### src/rtl/pc_redirect_ctrl.sv
// pc_redirect_ctrl: IF-stage PC register with branch/jump redirect, one-bubble squash and branch statistics
module pc_redirect_ctrl #(
  parameter logic [31:0] RESET_PC = 32'h0000_0000,
  parameter int CNT_W = 16
) (
  input  logic             clk,
  input  logic             rst_n,
  input  logic             stall,
  input  logic             id_beq,
  input  logic             id_bne,
  input  logic             branch_taken,
  input  logic [31:0]      id_br_target,
  input  logic             id_jump,
  input  logic [31:0]      id_jmp_target,
  output logic [31:0]      pc_out,
  output logic [31:0]      pc_plus4,
  output logic             if_id_flush,
  output logic [CNT_W-1:0] branch_cnt,
  output logic [CNT_W-1:0] taken_cnt,
  output logic             misalign_err
);
  typedef enum logic {RUN, REDIR} state_t;
  state_t state, state_nx;
  logic run, br_hit, is_br, redirect;
  logic [31:0] target;
  always_ff @(posedge clk)
    if (!rst_n) state <= RUN;
    else state <= state_nx;
  always_comb begin
    run      = (state == RUN) && !stall;
    br_hit   = (id_beq && branch_taken) || (id_bne && !branch_taken);
    is_br    = id_beq || id_bne;
    redirect = run && (id_jump || br_hit);
    target   = id_jump ? id_jmp_target : id_br_target;
    state_nx = stall ? state : (redirect ? REDIR : RUN);
  end
  always_comb begin
    pc_plus4    = pc_out + 32'd4;
    if_id_flush = redirect;
  end
  always_ff @(posedge clk)
    if (!rst_n) begin
      pc_out       <= RESET_PC;
      branch_cnt   <= '0;
      taken_cnt    <= '0;
      misalign_err <= 1'b0;
    end else begin
      if (!stall) pc_out <= redirect ? {target[31:2], 2'b00} : pc_plus4;
      if (run && is_br && !(&branch_cnt)) branch_cnt <= branch_cnt + 1'b1;
      if (run && br_hit && !(&taken_cnt)) taken_cnt <= taken_cnt + 1'b1;
      if (redirect && |target[1:0]) misalign_err <= 1'b1;
    end
endmodule

### config.mk
export PLATFORM = sky130hd
export DESIGN_NAME = pc_redirect_ctrl
export DESIGN_NICKNAME = d
export VERILOG_FILES = /design/src/rtl/pc_redirect_ctrl.sv
export SDC_FILE = /design/constraint.sdc
export NUM_CORES = 1
export LEC_CHECK = 0
export BUFFER_PORTS_ARGS = -buffer_cell sky130_fd_sc_hd__buf_2
export CAP_MARGIN = 40
export CORE_UTILIZATION = 50
export CTS_BUF_LIST = sky130_fd_sc_hd__clkbuf_8
export DETAILED_ROUTE_END_ITERATION = 8
export GPL_TIMING_DRIVEN = 0
export HOLD_SLACK_MARGIN = 0.08
export PLACE_DENSITY_LB_ADDON = 0.25
export SYNTH_ARGS = -nofsm -noshare
export SYNTH_HDL_FRONTEND = slang
export SYNTH_SLANG_ARGS = --single-unit
### constraint.sdc
create_clock -name clk -period 4.8 [get_ports clk]
set_clock_uncertainty 0.05 [all_clocks]
set_input_delay 0.48 -clock clk [delete_from_list [all_inputs] [get_ports clk]]
set_output_delay 0.48 -clock clk [all_outputs]
set_load 0.01 [all_outputs]
==> impl_metrics.yaml <==
run_status:
  status: "completed"
worst_setup_path:
  path_max_fanout: 8
  rr_worst_depth: 5
  critPathArrivalTime_ns: 2.72
  timing.rr.start: "pc_out[14]"
  critPathCaptureType: "output port"
  max_stage_delay_ns: 0.73
  critical_path_class: "reg2out"
  slowest_stage: "nor4_1"
  crit_path_cell_trace: "clkbuf_1 -> nand4_1 -> nor4_1 -> and2_1 -> xor2_1 -> buf_2"
  r2r_setup_slack_ns: 2.28
  cp.required_ns: 4.27
  startpoint_type: "flip-flop"
  r2r_end: "pc_out[31]"
sta:
  worst_slack_ns: 1.55
  maxSlewViolCount: 0
  finalSetupViolations: 0
  rsz0062_at_grt: "false"
  fmax_mhz: 308
  fin_crit_ns: 3.25
  hold_viol: 0
  holdWs_ns: 0.441
  slew-limit-headroom_pct: 44.4
  tightest_slew_ns: 0.827
  period_share_pct: 67.7
  setup_tns_ns: 0
cells_and_area:
  final_layout_size_suffix_gt1_share_pct: 27.8
  nFillCells: 776
  syn_to_final_growth_pct: 25.1
  num-nets-final: 832
  diodes: 0
  fin_area_um2: 5690
route:
  vias: 5524
  avgViaCountPerCell: 6.34
  postRouteWirelength_mm: 16.3
  avgRoutedWirePerCell_um: 18.7
  ant_nets: 0
  firstDrtPassIters: 6
  drt_iter0_drc: 388
  drc_errors: 0
floorplan:
  die_width_um: 97.4
  initial_utilization_pct: 51.9
  rows: 34
  fp.dieArea_um2: 9480
  core_area_um2: 8760
  io-pin-count: 169
  dieHeight_um: 97.4
job:
  drv_cap: 0
placement:
  dp_slack_ns: 2.02
  io_buffer_count: 163
  dp_hpwl_mm: 11.8
  placed_area_um2: 5520
  routabilityCongestion: 0.915
synth:
  ys.flop_type: "dfxtp_1"
  ys_seq_area_share_pct: 28.2
  synth_most_common_cell: "dfxtp_1"
  yosysWarnings: 0
  synthTopCellsByArea: "dfxtp_1 28%, mux2i_1 7.7%, nand2_1 5.0%"
  synthesis.area_um2: 4550
  synthTopCellsByCount: "64 x dfxtp_1, 61 x nand2_1, 40 x nand3_1"
  synth_top_area_share_pct: 28.2
  synth_top_area_cell: "dfxtp_1"
  async_flop_share_pct: 0
  synth_cell_types: 66
  avgSynthCellArea_um2: 7.84
  syn_inst: 580
  ys_seq_elements: 64
  synth_enable_flop_cells: 0
power_and_ir_drop:
  total_power_mw: 1.32
  p_leak_nw: 2.42
  vdd_ir_drop_max_uv: 144
  power_density_nw_per_um2: 232
cts:
  cts_hold_buf: 0
  cts_buffers: 9
  clkTransAtPathRegs_ns: 0.07
  ctsHtreeMaxLevel: 3
  cts.path.max_buffers: 2
  cts_tree: "yes"
  cts_resized: 0
  post-cts-setup-buffers: 0
  clock_latency_ns: 0.36
  root_buffer: "clkbuf_8"
  cts.sinks: 64
grt:
  grt_start_max_net_pins: 12
  antenna_found_initial: 0
  grt_usage_pct: 33.2
  grt_pass1_vias: 5020
  overflow: 0
  grt_first_pass_wirelength_mm: 25.2
hold_path:
  min_path_type: "reg2reg"
  worstHoldEndpoint: "misalign_err"
  hold_depth: 2
  hold_start: "misalign_err"
report_power, final:
part	switching, mW	total [mW]	internal [mW]
combinational	0.178	0.300	0.121
clock	0.234	0.432	0.198
sequential	0.0356	0.591	0.555
worst max-delay path by stage:
stage / cells after the start / start / slack (ns) / to
after floorplan: 6 / pc_out[2] / 2.43 / pc_plus4[24]
after global placement: 6 / stall / 2.05 / if_id_flush
after detailed placement: 6 / pc_out[14] / 2.02 / pc_plus4[30]
after CTS: 6 / pc_out[14] / 1.61 / pc_plus4[30]
after global routing: 6 / pc_out[14] / 1.39 / pc_plus4[30]
final: 6 / pc_out[14] / 1.55 / pc_plus4[30]
state kept, by name (all words and copies together), names as in the netlist:
| register | cells |
|---|---|
| pc_out | 30 |
| branch_cnt | 16 |
| taken_cnt | 16 |
| misalign_err | 1 |
| state | 1 |
through the flow:
| step | util [%] | instances |
|---|---|---|
| after floorplan | - | 583 |
| after global placement | 62.9 | 854 |
| after detailed placement | 62.9 | 855 |
| after CTS | 64.9 | 871 |
| after global routing | 64.9 | 871 |
| final | 64.9 | 871 |
critical path: cells and delay by family (launching register included):
family                 cells  cell delay [ns]
AND/OR/NAND/NOR            3             1.42
buffers and inverters      2             0.45
flip-flops                 1             0.34
XOR/XNOR                   1             0.16
placed cells by master, fill, tap and decap left out, types with 6 or more instances in the layout:
| cell type | count |
|---|---|
| xor2_1 | 15 |
| nor3_1 | 18 |
| nand2_1 | 61 |
| nor4_1 | 16 |
| or4_1 | 15 |
| nand3_1 | 40 |
| and3_1 | 8 |
| o31ai_1 | 18 |
| clkbuf_1 | 36 |
| inv_1 | 11 |
| a21oi_1 | 22 |
| nand4_1 | 23 |
| nor2_1 | 25 |
| xnor2_1 | 10 |
| and2_1 | 6 |
| and4_1 | 10 |
| or3_1 | 8 |
| clkbuf_8 | 10 |
| buf_2 | 170 |
| mux2i_1 | 35 |
| nand2b_1 | 14 |
| mux2_2 | 11 |
| o21ai_0 | 16 |
| dfxtp_1 | 64 |
| a211oi_1 | 10 |
cell families (layout without fill, tap and decap cells):
family,Yosys count,after routing,share of synthesized area (%)
compound gates,122,122,19.5
other cells,1,4,0.0824
flops,64,64,28.2
xor+xnor,25,25,4.81
fa+ha+maj,3,3,0.825
simple gates,256,256,30.5
mux,46,46,10.4
buf+inv,63,243,5.75
metal layers:
metal,wire length (µm),track usage [%],vias up
li1,-,-,2557
met1,6510,41.7,2581
met2,7720,54.8,337
met3,1530,5.54,49
met4,563,16.5,0
met5,0,0,-
cell type report:
cell class	count	area (µm²)	area share, %
buffer	52	220	3.87
clock buffer	10	138	2.42
clock inverter	6	36.3	0.638
inverter	11	41.3	0.726
multi-input combinational	456	3020	53.0
sequential	64	1280	22.5
tap	108	135	2.37
timing repair buffer	164	821	14.4
Power figures use the tool's default switching activity.
